**src/rtl/alu_pkg.sv**
```systemverilog
// Shared ALU definitions: divider FSM state encoding.
package alu_pkg;

    typedef enum logic [1:0] {
        DIV_IDLE,
        DIV_CALC,
        DIV_FIX,
        DIV_DONE
    } e_div_state;

endpackage

```
**src/rtl/div_step.sv**
```systemverilog
// One restoring-division step: shift in the next dividend bit, trial-subtract the divisor.
module div_step #(
    parameter int WORD = 8
) (
    input  logic [WORD-1:0] i_prem,
    input  logic            i_bit,
    input  logic [WORD-1:0] i_divisor,
    output logic [WORD-1:0] o_prem,
    output logic            o_qbit
);

    logic [WORD:0] w_shift;
    logic [WORD:0] w_trial;

    assign w_shift = {i_prem, i_bit};
    // prem < divisor holds on entry, so the WORD+1-bit difference cannot wrap.
    assign w_trial = w_shift - {1'b0, i_divisor};
    assign o_qbit  = ~w_trial[WORD];
    assign o_prem  = o_qbit ? w_trial[WORD-1:0] : w_shift[WORD-1:0];

endmodule

```
**src/rtl/alu_divider_seq.sv**
```systemverilog
// Multi-cycle restoring divider (signed/unsigned) with truncating quotient and
// dividend-signed remainder; one quotient bit per CALC cycle.
//
//  state    | meaning
//  ---------+---------------------------------------------------------------
//  DIV_IDLE | ready, waiting for start; operands and sign flags latched on start
//  DIV_CALC | WORD restoring steps on magnitudes
//  DIV_FIX  | apply result signs, register quotient/remainder/flags
//  DIV_DONE | done pulse, results valid; start ignored this cycle
module alu_divider_seq
    import alu_pkg::*;
#(
    parameter int WORD = 8
) (
    input  logic            clk,
    input  logic            rst_n,
    input  logic            start,
    input  logic            sign,
    input  logic [WORD-1:0] a,
    input  logic [WORD-1:0] b,
    output logic            ready,
    output logic            busy,
    output logic            done,
    output logic [WORD-1:0] quotient,
    output logic [WORD-1:0] remainder,
    output logic            div_zero,
    output logic            overflow
);

    localparam int              CNTW     = $clog2(WORD) + 1;
    localparam logic [CNTW-1:0] CNT_LOAD = CNTW'(WORD);
    localparam logic [CNTW-1:0] CNT_LAST = CNTW'(1);
    localparam logic [WORD-1:0] MOST_NEG = {1'b1, {(WORD-1){1'b0}}};

    e_div_state      r_state;
    e_div_state      w_next;
    logic [CNTW-1:0] r_cnt;
    logic [WORD-1:0] r_prem;
    logic [WORD-1:0] r_dvd;
    logic [WORD-1:0] r_dvs;
    logic [WORD-1:0] r_q;
    logic [WORD-1:0] r_quotient;
    logic [WORD-1:0] r_remainder;
    logic            r_qneg;
    logic            r_rneg;
    logic            r_ovf;
    logic            r_div_zero;
    logic            r_overflow;

    logic            w_a_neg;
    logic            w_b_neg;
    logic [WORD-1:0] w_amag;
    logic [WORD-1:0] w_bmag;
    logic            w_b_zero;
    logic            w_is_ovf;
    logic [WORD-1:0] w_prem_next;
    logic            w_qbit;

    assign w_a_neg  = sign & a[WORD-1];
    assign w_b_neg  = sign & b[WORD-1];
    assign w_amag   = w_a_neg ? -a : a;
    assign w_bmag   = w_b_neg ? -b : b;
    assign w_b_zero = (b == '0);
    assign w_is_ovf = sign & (a == MOST_NEG) & (b == '1);

    div_step #(
        .WORD (WORD)
    ) u_div_step (
        .i_prem    (r_prem),
        .i_bit     (r_dvd[WORD-1]),
        .i_divisor (r_dvs),
        .o_prem    (w_prem_next),
        .o_qbit    (w_qbit)
    );

    always_ff @(posedge clk or negedge rst_n) begin
        if (!rst_n) begin
            r_state <= DIV_IDLE;
        end else begin
            r_state <= w_next;
        end
    end

    always_comb begin
        w_next = r_state;
        case (r_state)
            DIV_IDLE: begin
                if (start) begin
                    w_next = w_b_zero ? DIV_DONE : DIV_CALC;
                end
            end
            DIV_CALC: begin
                if (r_cnt == CNT_LAST) begin
                    w_next = DIV_FIX;
                end
            end
            DIV_FIX:  w_next = DIV_DONE;
            DIV_DONE: w_next = DIV_IDLE;
            default:  w_next = DIV_IDLE;
        endcase
    end

    always_ff @(posedge clk or negedge rst_n) begin
        if (!rst_n) begin
            r_cnt       <= '0;
            r_prem      <= '0;
            r_dvd       <= '0;
            r_dvs       <= '0;
            r_q         <= '0;
            r_qneg      <= 1'b0;
            r_rneg      <= 1'b0;
            r_ovf       <= 1'b0;
            r_quotient  <= '0;
            r_remainder <= '0;
            r_div_zero  <= 1'b0;
            r_overflow  <= 1'b0;
        end else begin
            case (r_state)
                DIV_IDLE: begin
                    if (start) begin
                        r_dvd  <= w_amag;
                        r_dvs  <= w_bmag;
                        r_qneg <= sign & (a[WORD-1] ^ b[WORD-1]);
                        r_rneg <= w_a_neg;
                        r_ovf  <= w_is_ovf;
                        r_prem <= '0;
                        r_q    <= '0;
                        r_cnt  <= CNT_LOAD;
                        // Divide-by-zero skips CALC; results become visible in DONE.
                        if (w_b_zero) begin
                            r_quotient  <= '1;
                            r_remainder <= a;
                            r_div_zero  <= 1'b1;
                            r_overflow  <= 1'b0;
                        end
                    end
                end
                DIV_CALC: begin
                    r_prem <= w_prem_next;
                    r_q    <= {r_q[WORD-2:0], w_qbit};
                    r_dvd  <= {r_dvd[WORD-2:0], 1'b0};
                    r_cnt  <= r_cnt - 1'b1;
                end
                DIV_FIX: begin
                    // Most-negative / -1 wraps naturally to most-negative, remainder 0.
                    r_quotient  <= r_qneg ? -r_q : r_q;
                    r_remainder <= r_rneg ? -r_prem : r_prem;
                    r_div_zero  <= 1'b0;
                    r_overflow  <= r_ovf;
                end
                default: begin
                end
            endcase
        end
    end

    assign ready     = (r_state == DIV_IDLE);
    assign busy      = ~ready;
    assign done      = (r_state == DIV_DONE);
    assign quotient  = r_quotient;
    assign remainder = r_remainder;
    assign div_zero  = r_div_zero;
    assign overflow  = r_overflow;

endmodule
```
**config.mk**
```make
export PLATFORM = sky130hd
export DESIGN_NAME = alu_divider_seq
export DESIGN_NICKNAME = d
export VERILOG_FILES = /design/src/rtl/alu_pkg.sv /design/src/rtl/div_step.sv /design/src/rtl/alu_divider_seq.sv
export SDC_FILE = /design/constraint.sdc
export NUM_CORES = 1
export LEC_CHECK = 0
export CAP_MARGIN = 30
export CORE_ASPECT_RATIO = 0.8
export CORE_MARGIN = 4
export CORE_UTILIZATION = 50
export DETAILED_ROUTE_END_ITERATION = 8
export PLACE_DENSITY = 0.83
export SLEW_MARGIN = 20
export SYNTH_ARGS = -nofsm -noshare
export SYNTH_HDL_FRONTEND = slang
export SYNTH_SLANG_ARGS = --single-unit
```
**constraint.sdc**
```tcl
create_clock -name clk -period 3.1 [get_ports clk]
set_input_delay 0.31 -clock clk [delete_from_list [all_inputs] [get_ports clk]]
set_output_delay 0.31 -clock clk [all_outputs]
set_load 0.1 [all_outputs]
```
==> results.cfg <==
[synth]
synthArstFlopShare_pct = 100.0
yosys.cell_types.count = 47
synth_top_area_cell = dfrtp_1
syn_inst = 410
netlist_top_cells_area = dfrtp_1 41%, nand2_1 7.0%, ha_1 6.6%
synth-seq-cells = 59
yosysSeqAreaShare_pct = 41.13
synth_top_area_share_pct = 41.13
yosys-top-cells-count = 67 x nand2_1, 59 x dfrtp_1, 46 x o21ai_0, 27 x a21oi_1, 27 x nor2_1
yosysWarnings = 0
synth_area_sq_um = 3590
synth_edf_count = 0
yosys.cell_count.top_type = nand2_1
synth_nets = 450
synth-main-ff-cell = dfrtp_1
syn_area_per_cell_sq_um = 8.755

[run_status]
status = completed

[floorplanning]
start_util_pct = 51.83
die_w_um = 102.7
fp.dieArea_sq_um = 8607
rows = 27
fp.dieH_um = 83.79
core-area_sq_um = 6925
num_io_pins = 41

[detailed_routing]
viasPerCell = 5.583
drt-initial-drc-count = 191
ant_nets = 0
vias = 2998
firstDrtPassIters = 4
drcViolationCount = 0
drt_wl_total_um = 8231
wl_per_cell_um = 15.33

[global_routing]
antenna_found_initial = 0
track_usage_pct = 20.50
grt_pass1_wl_um = 14120
grt_max_degree = 38
overflow = 0
grt_pass1_vias = 3006

[critical_path]
cp.arrival_ns = 2.88
r2r_start = r_dvd[7]$_DFFE_PN0P_
rrSetupSlack_ns = 0.44
r2r_end = r_prem[0]$_DFFE_PN0P_
crit_top_cell = inv_1
cp_data_required_time_ns = 3.32
crit_fanout = 11
setup.worst_path.end_class = flop
reg2reg_depth = 10
startpoint_type = flop
slowest_stage = fa_1
crit_type = reg -> reg
max_stage_delay_ns = 0.43
crit_chain = inv_1 > ha_1 > inv_1 > fa_1 > a211oi_1 > nor3_1 > mux2i_1 > or2_1 > a21oi_1 > a22o_1

[clock_tree]
cts.repair.resized = 0
postCtsHoldBufs = 0
cts_inserted_buffers = 9
clkTransAtPathRegs_ns = 0.07
cts_tree = built
clk_latency_ns = 0.33
clockBufferDepth = 2
cts_setup_buffers = 0
clock_sinks = 59
htreeDepth = 3
root_buffer = clkbuf_8

[power]
p_int_uw = 2351
comb_power_share_pct = 61.1
leakagePower_uw = 0.001863
p_switching_uw = 2625
clockPowerShare_pct = 12.0
pwr-share-seq_pct = 26.9
p_sw_share_pct = 52.75
vdd_drop_max_v = 0.0006810
p_per_area_nw_per_um2 = 1183

[place]
pre_cts_slack_ns = 0.3571
gp_congestion = 0.8967
dp_hpwl_um = 6136
numPortBuffers = 40

[worst_hold_path]
min_path_type = in -> async

[final_layout]
regArea_sq_um = 1476
fin_nets = 486
multi_input_area_sq_um = 1941
layout-drive-gt1-share_pct = 7.111
n_fill_cell = 593
syn_to_final_growth_pct = 17.15
n_antenna_cell = 0

[sta]
period_share_pct = 85.71
setup_viol = 0
fmax_ghz = 0.3764
maxSlewViolCount = 0
setup_slack_ns = 0.4429
tns_ns = 0
slew_headroom_pct = 34.67
rsz0062_at_grt = no
hold_viol_final = 0
finalCriticalPeriod_ns = 2.657
fin_skew_ns = 0.004013
tightest_slew_ns = 0.9769

[job]
maxCapViolCount = 0
[worst max-delay path by stage]
stage	startpoint	to
2_1_floorplan	r_state[1]$_DFFE_PN0P_	r_cnt[2]$_DFFE_PN0P_
3_3_place_gp	b[0]	remainder[5]$_DFFE_PN0P_
3_5_place_dp	b[0]	quotient[2]$_DFFE_PN0P_
4_1_cts	r_dvd[7]$_DFFE_PN0P_	r_prem[6]$_DFFE_PN0P_
5_1_grt	r_dvd[7]$_DFFE_PN0P_	r_prem[5]$_DFFE_PN0P_
6_report	r_dvd[7]$_DFFE_PN0P_	r_prem[0]$_DFFE_PN0P_
[per-stage QoR]
step	util (%)	area, sq um	hold slack, ns	total power (uW)	std cells
after global placement	58.05	4020	0.4446	4242	521
after CTS	60.47	4188	0.09796	4965	536
after floorplan	-	3590	0.01441	3687	410
final	60.72	4205	0.07653	4976	537
after detailed placement	58.05	4020	0.4453	4352	521
after global routing	60.72	4205	0.1243	5360	537
[critical path: cells and delay by family (launching register included)]
kind	cells	cell delay (ns)
AOI/OAI and AO/OA	3	0.71
adders and majority gates	2	0.58
buffers and inverters	2	0.13
DFF	1	0.39
muxes	1	0.19
and+or+nand+nor	2	0.54
[power by group through the flow]
stage	Combinational (uW)	Clock, uW	Sequential [uW]
after floorplan	1730	0	1960
after global placement	2910	0	1330
after detailed placement	3010	0	1340
after CTS	3010	615	1340
after global routing	3320	656	1380
final	3040	600	1340
[state kept, by name, indices dropped and copies added, names as in the netlist]
signal,count
r_ovf,1
r_cnt,4
r_q,8
div_zero,1
r_qneg,1
r_rneg,1
r_prem,8
quotient,8
r_state,2
r_dvs,8
overflow,1
remainder,8
r_dvd,8
[routing by layer]
| layer | GRT usage (%) | wire length, um | up-vias |
|---|---|---|---|
| met5 | 0 | 0 | - |
| met4 | 6.000 | 104 | 0 |
| met3 | 6.015 | 479 | 15 |
| met2 | 32.06 | 3883 | 82 |
| met1 | 27.45 | 3765 | 1417 |
| li1 | - | - | 1484 |
[cells by family after synthesis]
family	synth area share [%]
xor gates and xnor gates	6.588
DFF	41.13
AOI/OAI and AO/OA	18.40
and+or+nand+nor	17.22
muxes	4.392
buffers and inverters	5.089
adders and majority gates	7.180
[cell usage in the layout (no fill, tap or decap), types with 2 or more instances in the layout]
cell / synthesis / final
nor3_1: 10 / 10
nand2b_1: 3 / 3
clkinv_2: 0 / 3
nor2b_1: 4 / 4
clkinvlp_4: 0 / 2
o21bai_1: 2 / 2
nor2_1: 27 / 27
and2_1: 2 / 2
or3_1: 2 / 2
o21ai_0: 46 / 46
a22o_1: 7 / 7
mux2_2: 2 / 2
o31ai_1: 8 / 8
inv_1: 24 / 24
o41ai_1: 2 / 2
a31oi_1: 5 / 4
a211oi_1: 3 / 3
buf_4: 0 / 6
a21o_1: 2 / 2
a21oi_1: 27 / 27
dfrtp_1: 59 / 59
ha_1: 19 / 19
mux2i_1: 12 / 12
xor2_1: 13 / 13
nand3_1: 9 / 9
clkbuf_8: 0 / 10
clkdlybuf4s50_1: 0 / 36
o311ai_1: 2 / 2
nand2_1: 67 / 67
xnor2_1: 14 / 14
[layout make-up]
class | count | share of cell area [%]
inverter | 24 | 2.142
clock buffer | 10 | 3.273
clock inverter | 5 | 0.7141
timing repair buffer | 44 | 10.03
multi-input combinational | 308 | 46.15
sequential | 59 | 35.11
tap | 87 | 2.589
No activity file was read; power rests on OpenSTA's default activity.
